`src/rtl/alu_pkg.sv`:
```
// Shared definitions for the ALU opcode-sweep controller: width defaults,
// opcode range limits and the controller state encoding.
package alu_pkg;

    localparam int unsigned DEF_DATA_W = 8;
    localparam int unsigned DEF_OP_W   = 4;
    localparam int unsigned OP_MIN     = 0;
    localparam int unsigned OP_MAX     = 15;

    typedef enum logic [1:0] {
        ST_IDLE    = 2'd0,
        ST_SETTLE  = 2'd1,
        ST_PRESENT = 2'd2,
        ST_DONE    = 2'd3
    } state_e;

endpackage

```
`src/rtl/alu_sweep_ctrl.sv`:
```
// Steps a combinational ALU through an opcode range for one latched operand
// pair and streams each {opcode, result} downstream over valid/ready.
module alu_sweep_ctrl
    import alu_pkg::*;
#(
    parameter int unsigned DATA_W   = DEF_DATA_W,
    parameter int unsigned OP_W     = DEF_OP_W,
    parameter int unsigned FIRST_OP = OP_MIN,
    parameter int unsigned LAST_OP  = OP_MAX,
    parameter int unsigned SETTLE   = 1
) (
    input  logic              clk,
    input  logic              rst,
    input  logic              start,
    input  logic [DATA_W-1:0] a_in,
    input  logic [DATA_W-1:0] b_in,
    output logic              busy,
    output logic              done,
    output logic [DATA_W-1:0] alu_a,
    output logic [DATA_W-1:0] alu_b,
    output logic [OP_W-1:0]   alu_cl,
    input  logic [DATA_W-1:0] alu_out,
    output logic              res_valid,
    input  logic              res_ready,
    output logic [OP_W-1:0]   res_cl,
    output logic [DATA_W-1:0] res_data
);

    localparam int unsigned      CNT_W    = $clog2(SETTLE + 1);
    localparam logic [CNT_W-1:0] CNT_LAST = CNT_W'(SETTLE - 1);
    localparam logic [OP_W-1:0]  FIRST_CL = OP_W'(FIRST_OP);
    localparam logic [OP_W-1:0]  LAST_CL  = OP_W'(LAST_OP);

    if (FIRST_OP > LAST_OP || LAST_OP > (2 ** OP_W) - 1) begin : g_bad_range
        $error("alu_sweep_ctrl: opcode range FIRST_OP..LAST_OP is invalid");
    end
    if (SETTLE < 1) begin : g_bad_settle
        $error("alu_sweep_ctrl: SETTLE must be at least 1");
    end

    state_e            state_q,     state_d;
    logic [CNT_W-1:0]  cnt_q,       cnt_d;
    logic              busy_q,      busy_d;
    logic              done_q,      done_d;
    logic [DATA_W-1:0] alu_a_q,     alu_a_d;
    logic [DATA_W-1:0] alu_b_q,     alu_b_d;
    logic [OP_W-1:0]   alu_cl_q,    alu_cl_d;
    logic              res_valid_q, res_valid_d;
    logic [OP_W-1:0]   res_cl_q,    res_cl_d;
    logic [DATA_W-1:0] res_data_q,  res_data_d;

    always_comb begin
        state_d     = state_q;
        cnt_d       = cnt_q;
        busy_d      = busy_q;
        done_d      = 1'b0;
        alu_a_d     = alu_a_q;
        alu_b_d     = alu_b_q;
        alu_cl_d    = alu_cl_q;
        res_valid_d = res_valid_q;
        res_cl_d    = res_cl_q;
        res_data_d  = res_data_q;

        unique case (state_q)
            ST_IDLE: begin
                if (start) begin
                    alu_a_d  = a_in;
                    alu_b_d  = b_in;
                    alu_cl_d = FIRST_CL;
                    cnt_d    = '0;
                    busy_d   = 1'b1;
                    state_d  = ST_SETTLE;
                end
            end
            ST_SETTLE: begin
                // The edge on which the count reaches SETTLE is the capture edge.
                cnt_d = cnt_q + 1'b1;
                if (cnt_q == CNT_LAST) begin
                    res_data_d  = alu_out;
                    res_cl_d    = alu_cl_q;
                    res_valid_d = 1'b1;
                    state_d     = ST_PRESENT;
                end
            end
            ST_PRESENT: begin
                if (res_ready) begin
                    res_valid_d = 1'b0;
                    if (alu_cl_q == LAST_CL) begin
                        done_d  = 1'b1;
                        state_d = ST_DONE;
                    end else begin
                        alu_cl_d = alu_cl_q + 1'b1;
                        cnt_d    = '0;
                        state_d  = ST_SETTLE;
                    end
                end
            end
            ST_DONE: begin
                busy_d  = 1'b0;
                state_d = ST_IDLE;
            end
            default: begin
                state_d = ST_IDLE;
            end
        endcase
    end

    always_ff @(posedge clk) begin
        if (rst) begin
            state_q     <= ST_IDLE;
            cnt_q       <= '0;
            busy_q      <= 1'b0;
            done_q      <= 1'b0;
            alu_a_q     <= '0;
            alu_b_q     <= '0;
            alu_cl_q    <= '0;
            res_valid_q <= 1'b0;
            res_cl_q    <= '0;
            res_data_q  <= '0;
        end else begin
            state_q     <= state_d;
            cnt_q       <= cnt_d;
            busy_q      <= busy_d;
            done_q      <= done_d;
            alu_a_q     <= alu_a_d;
            alu_b_q     <= alu_b_d;
            alu_cl_q    <= alu_cl_d;
            res_valid_q <= res_valid_d;
            res_cl_q    <= res_cl_d;
            res_data_q  <= res_data_d;
        end
    end

    assign busy      = busy_q;
    assign done      = done_q;
    assign alu_a     = alu_a_q;
    assign alu_b     = alu_b_q;
    assign alu_cl    = alu_cl_q;
    assign res_valid = res_valid_q;
    assign res_cl    = res_cl_q;
    assign res_data  = res_data_q;

endmodule

```
`config.mk`:
```
export PLATFORM = sky130hd
export DESIGN_NAME = alu_sweep_ctrl
export DESIGN_NICKNAME = d
export VERILOG_FILES = /design/src/rtl/alu_pkg.sv /design/src/rtl/alu_sweep_ctrl.sv
export SDC_FILE = /design/constraint.sdc
export NUM_CORES = 1
export LEC_CHECK = 0
export BUFFER_PORTS_ARGS = -buffer_cell sky130_fd_sc_hd__buf_4
export CORE_UTILIZATION = 47
export DETAILED_ROUTE_END_ITERATION = 8
export HOLD_SLACK_MARGIN = 0.06
export PLACE_DENSITY = 0.88
export SYNTH_ARGS = -nofsm -noshare
export SYNTH_HDL_FRONTEND = slang
export SYNTH_SLANG_ARGS = --single-unit
```
`constraint.sdc`:
```
create_clock -name clk -period 1.7 [get_ports clk]
set_clock_uncertainty 0.1 [all_clocks]
set_input_delay 0.34 -clock clk [delete_from_list [all_inputs] [get_ports clk]]
set_output_delay 0.34 -clock clk [all_outputs]
set_load 0.02 [all_outputs]
```
==> impl_metrics.toml, run 1 <==
[run_status]
status = "finished, final reports clean"

[pwr]
power.total_mw = 1.83
p_switching_uw = 517
ir_drop_uv = 603
combPwrFrac = 0.212
swShare = 0.283
powerDensity_nw_per_um2 = 889
power.leakage_nw = 0.876
p_int_mw = 1.31
pwr-share-clk = 0.246
seq_power_share = 0.542

[sta]
drv_slew = 0
finalSetupViolations = 0
rsz0062_at_grt = "no"
hold_viol_final = 0
final.setup.tns_ps = 0
max_freq_mhz = 640
period_share = 0.919
period_needed_ps = 1560
slew_headroom = 0.521
tightest_slew_ps = 715

[logic_synthesis]
syn-cell-area_um2 = 1520
yosysSeqAreaShare = 0.501
syn_avg_cell_area_um2 = 8.44
synth_seq_cells = 38
synth_nets = 209
synth_top_area_frac = 0.501
syn_inst = 180
synth-warning-count = 0
synth_top_area_cell = "dfxtp_1"
netlist_top_cells_area = "dfxtp_1 50%, nand2_1 15%, a21oi_1 9.9%"
ys_types = 32

[placement]
portBuffers = 62
place_inst = 277
placed_cell_area_um2 = 2000
hpwlAfterDp_mm = 2.33
gp_congestion = 0.760

[final_layout]
seq_area_um2 = 762
multiInputGateArea_um2 = 689
final_nets = 269
antenna_cells = 0
area_growth_pct = 35.2
drive_gt1_frac = 0.331
utilization = 0.673
stdcell_count = 283
n_fill_cell = 268
fin_area_um2 = 2050

[hold_path]
hold_depth = 3
holdCritStartpoint = "a_in[6]"
holdCritPathClass = "in2reg"
hold_end = "alu_a[6]$_SDFFE_PP0P_"

[setup_path]
crit_path_start = "state_q[0]$_SDFFE_PP0P_"
cp_data_required_time_ps = 1860
ff2ff_path_depth = 3
r2r_end = "res_cl[2]$_SDFFE_PP0P_"
startpoint_type = "flop"
reg2reg_from = "state_q[0]$_SDFFE_PP0P_"
regToRegSetupSlack_ps = 140
path_class = "reg2reg"
cp.arrival_ps = 1720
path_max_fanout = 12
crit_path_end_kind = "flop"

[clock_network]
cts_buffer_depth = 2
hold_buffers = 0
cts_inserted_buffers = 5
cts_max_level = 2
cts_tree = "done"
cts.sinks = 38
cts_setup_buffers = 0
ctsResizeCount = 0
clk_pin_slew_ps = 100
clk_latency_ps = 330
root_buffer = "clkbuf_4"

[flow_run]
cap_violations = 0

[floorplanning]
io-pin-count = 63
core_um2 = 3050
die-area_um2 = 3460
die_x_um = 58.9
rows = 20
start_util = 0.498
dieHeight_um = 58.9

[detailed_routing]
avgViaCountPerCell = 4.90
drcViolationCount = 0
drt-met1-wl_mm = 1.48
ant_nets = 0
drtIter0Drc = 104
num_vias = 1388
wl_met3_um = 272
route.met2.wl_mm = 1.52
routedWlPerCell_um = 11.6
highest_layer = "met4"
drt-pass1-iter-count = 4
wl_mm = 3.29

[global_route]
grt_usage = 0.194
antenna_found_initial = 0
grt_max_degree = 42
grt_pass1_wl_mm = 5.13
grt-ovfl-total = 0
grt_pass1_vias = 1187
## Yosys cell counts
library cell	count
xor2_1	1
a31oi_2	1
ha_1	1
or3b_1	2
and2b_1	1
mux2i_2	1
o31a_1	2
inv_1	4
nor3b_4	1
buf_4	1
o31ai_1	2
a21oi_1	30
a211oi_2	2
a22oi_1	1
nand3_1	1
buf_2	5
nand3b_1	1
mux2i_1	2
nand2b_1	5
buf_1	1
o21bai_1	1
a211oi_1	3
nor3b_1	1
nor3b_2	1
buf_6	1
and3_1	1
nor2_1	3
dfxtp_1	38
clkbuf_1	3
o32ai_1	1
nand2_1	60
nor2b_1	2
## layout by cell type, fill, tap and decap left out, drive strengths merged
| cell type | Yosys | layout |
|---|---|---|
| a211oi | 5 | 5 |
| a21oi | 30 | 30 |
| a22oi | 1 | 1 |
| a31oi | 1 | 1 |
| and2b | 1 | 1 |
| and3 | 1 | 1 |
| buf | 8 | 64 |
| clkbuf | 3 | 6 |
| dfxtp | 38 | 38 |
| ha | 1 | 1 |
| inv | 4 | 4 |
| mux2i | 3 | 3 |
| nand2 | 60 | 60 |
| nand2b | 5 | 5 |
| nand3 | 1 | 1 |
| nand3b | 1 | 1 |
| nor2 | 3 | 3 |
| nor2b | 2 | 2 |
| nor3b | 3 | 3 |
| o21bai | 1 | 1 |
| o31a | 2 | 2 |
| o31ai | 2 | 2 |
| o32ai | 1 | 1 |
| or3b | 2 | 2 |
| xor2 | 1 | 1 |
## registers in the layout, indices dropped and copies added (netlist names)
register,cells
res_data,8
alu_a,8
res_valid,1
done,1
busy,1
cnt_q,1
res_cl,4
alu_cl,4
state_q,2
alu_b,8
## kinds of logic after synthesis
| logic type | count (synthesis) | share of synthesized area |
|---|---|---|
| AND/OR/NAND/NOR | 79 | 0.239 |
| AO/OA/AOI/OAI | 43 | 0.175 |
| flip-flops | 38 | 0.501 |
| buffers and inverters | 15 | 0.0486 |
| multiplexers | 3 | 0.0222 |
| XOR/XNOR | 1 | 0.00577 |
| adder cells (fa/ha/maj) | 1 | 0.00824 |
## worst max-delay path, cell delays in order, from the launching register on
cell and delay, ps:
dfxtp_1 460, nor3b_2 650, nand2_1 120, a21oi_1 160
## worst max path at each step
stage,endpoint,slack [ps],cells after the start
after floorplan,alu_cl[0]$_SDFFE_PP0P_,200,4
after global placement,alu_a[0]$_SDFFE_PP0P_,140,3
after detailed placement,alu_a[1]$_SDFFE_PP0P_,100,3
after CTS,alu_a[1]$_SDFFE_PP0P_,70,3
after global routing,res_cl[2]$_SDFFE_PP0P_,20,3
final,res_cl[2]$_SDFFE_PP0P_,140,3
## power groups by stage
stage | logic, mW | clock network, mW | registers (mW)
after floorplan | 0.181 | 0 | 1.06
after global placement | 0.377 | 0 | 1.01
after detailed placement | 0.382 | 0 | 1.01
after CTS | 0.383 | 0.463 | 0.988
after global routing | 0.422 | 0.499 | 0.999
final | 0.387 | 0.448 | 0.990
## cell type report
class,count,share of cell area
Clock buffer,6,0.0250
Inverter,4,0.00731
Multi-Input combinational cell,127,0.336
Sequential cell,38,0.371
Tap cell,44,0.0268
Timing Repair Buffer,64,0.234
## metrics by stage
step,hold WS (ps),setup WS [ps]
finish,143,138
global route,127,23.2
CTS,137,67.2
detailed placement,349,96.4
global placement,342,137
floorplan,376,202
## routing by layer
metal,track usage,vias up
met5,0,-
li1,-,716
met2,0.328,53
met4,0.0510,0
met1,0.229,613
met3,0.0747,6
No activity file was read; power rests on OpenSTA's default activity.
==> inputs of run 2 (changes only) <==
==> constraint.sdc (replaced) <==
create_clock -name clk -period 1.7 [get_ports clk]
set_clock_uncertainty 0.1 [all_clocks]
set_input_delay 0.255 -clock clk [delete_from_list [all_inputs] [get_ports clk]]
set_output_delay 0.255 -clock clk [all_outputs]
set_load 0.02 [all_outputs]
==> run 2 against run 1 <==
Worst setup slack got worse by 2.3 ps; flip-flop and latch count unchanged; largest power group unchanged; core utilization increased by 3.3 points; clock power about the same; final cell count up 3.5%; critical path type unchanged.
==> impl_metrics.toml, run 2 (synthesis gave the netlist of run 1 again) <==
[detailed_routing]
routedWlPerCell_um = 12.2
route.met2.wl_mm = 1.68
drcViolationCount = 0
drt-pass1-iter-count = 4
drt-met1-wl_mm = 1.56
highest_layer = "met4"
wl_met3_um = 278
num_vias = 1457
wl_mm = 3.57
ant_nets = 0
avgViaCountPerCell = 4.97
drtIter0Drc = 105

[pwr]
ir_drop_uv = 601
powerDensity_nw_per_um2 = 857
power.leakage_nw = 0.918

[placement]
portBuffers = 62
gp_congestion = 0.760
hpwlAfterDp_mm = 2.33
dp_slack_ps = 96.4

[setup_path]
slowest_stage = "nor3b_2"
critical_path.max_stage_delay_ps = 650
ff2ff_path_depth = 3
crit_path_end_kind = "flop"
path_max_fanout = 12
crit_chain = "nor3b_2 > nand2_1 > a21oi_1"
reg2reg_from = "state_q[0]$_SDFFE_PP0P_"
startpoint_type = "flop"
r2r_end = "res_cl[3]$_SDFFE_PP0P_"
cp_data_required_time_ps = 1870
path_depth = 3
regToRegSetupSlack_ps = 140
cp_top_family = "simple AND/OR/NAND/NOR gates"
path_class = "reg2reg"
cp.arrival_ps = 1730
path_buf_inv = 0

[global_route]
grt-ovfl-total = 0
grt_pass1_wl_mm = 5.30
antenna_found_initial = 0
grt_max_degree = 42
grt_pass1_vias = 1222
grt_usage = 0.199

[final_layout]
mostFrequentLayoutCells = "64 x buf_4, 60 x nand2_1, 37 x dfxtp_1"
layout_commonest_cell = "buf_4"
final_nets = 279
antenna_cells = 0
area_growth_pct = 41.8
n_fill_cell = 245
drive_gt1_frac = 0.317

[clock_network]
root_buffer = "clkbuf_4"
cts_setup_buffers = 0
cts_buffer_depth = 2
clk_latency_ps = 330
cts.sinks = 38
cts_max_level = 2
cts_inserted_buffers = 5
cts_tree = "done"
clk_pin_slew_ps = 100

[sta]
period_needed_ps = 1560
worst_slack_ps = 136
final.setup.tns_ps = 0
max_freq_mhz = 639
hold_viol_final = 0
finalSetupViolations = 0
tightest_slew_ps = 716
period_share = 0.920
slew_headroom = 0.521
rsz0062_at_grt = "no"
drv_slew = 0

[run_status]
status = "finished, final reports clean"

[hold_path]
holdCritStartpoint = "b_in[0]"
holdCritPathClass = "in2reg"
hold_depth = 3
hold_end = "alu_b[0]$_SDFFE_PP0P_"

[floorplanning]
die-area_um2 = 3460
dieHeight_um = 58.9
core_um2 = 3050
io-pin-count = 63
rows = 20
start_util = 0.498
die_x_um = 58.9

[flow_run]
cap_violations = 0
[run 2: cell types whose count changed in the layout (fill, tap and decap cells not counted)]
cell | previous run | this run
dlygate4sd3_1 | 0 | 10
[run 2: layout make-up]
class,count,area (um2),area share
well taps,44,55.1,0.0256
inverters,4,15.0,0.00697
multi-input cells,127,689,0.320
flip-flops and latches,38,762,0.354
clock buffers,6,51.3,0.0238
repair buffers,74,581,0.270
[run 2: timing repair]
action                     in CTS  in global routing
gates resized for setup         0                  3
hold buffers                    6                  4
setup endpoints to repair       0                 21
hold endpoints to repair        6                  4
[run 2: metal layers]
layer	global-route usage	vias up
li1	-	737
met1	0.240	657
met2	0.334	55
met3	0.0747	8
met4	0.0510	0
met5	0	-
[run 2: worst max path at each step]
stage                            startpoint                     end  slack, ps
floorplan            alu_cl[0]$_SDFFE_PP0P_  alu_cl[0]$_SDFFE_PP0P_        200
global route        state_q[0]$_SDFFE_PP0P_  res_cl[2]$_SDFFE_PP0P_         20
global placement    state_q[1]$_SDFFE_PP0P_   alu_a[0]$_SDFFE_PP0P_        140
detailed placement  state_q[1]$_SDFFE_PP0P_   alu_a[1]$_SDFFE_PP0P_        100
CTS                 state_q[1]$_SDFFE_PP0P_   alu_a[1]$_SDFFE_PP0P_         70
finish              state_q[0]$_SDFFE_PP0P_  res_cl[3]$_SDFFE_PP0P_        140
[run 2: worst reg2reg max path, stage by stage, from the launching register on]
cell and delay [ps]:
dfxtp_1 460, nor3b_2 650, nand2_1 150, a21oi_1 140
[run 2: stage by stage]
step                cells  cell area [um2]  power, mW  hold WS, ps   util
finish                293             2150       1.85         65.9  0.705
global route          293             2150       1.94         63.3  0.705
CTS                   289             2110       1.85         61.1  0.690
detailed placement    277             2000       1.39          349  0.654
global placement      277             2000       1.38          342  0.654
floorplan             180             1520       1.24          291      -
[run 2: power breakdown]
part / switching (mW) / leakage (nW) / internal, mW
Combinational: 0.219 / 0.577 / 0.190
Clock: 0.259 / 0.0302 / 0.186
Sequential: 0.0430 / 0.311 / 0.947
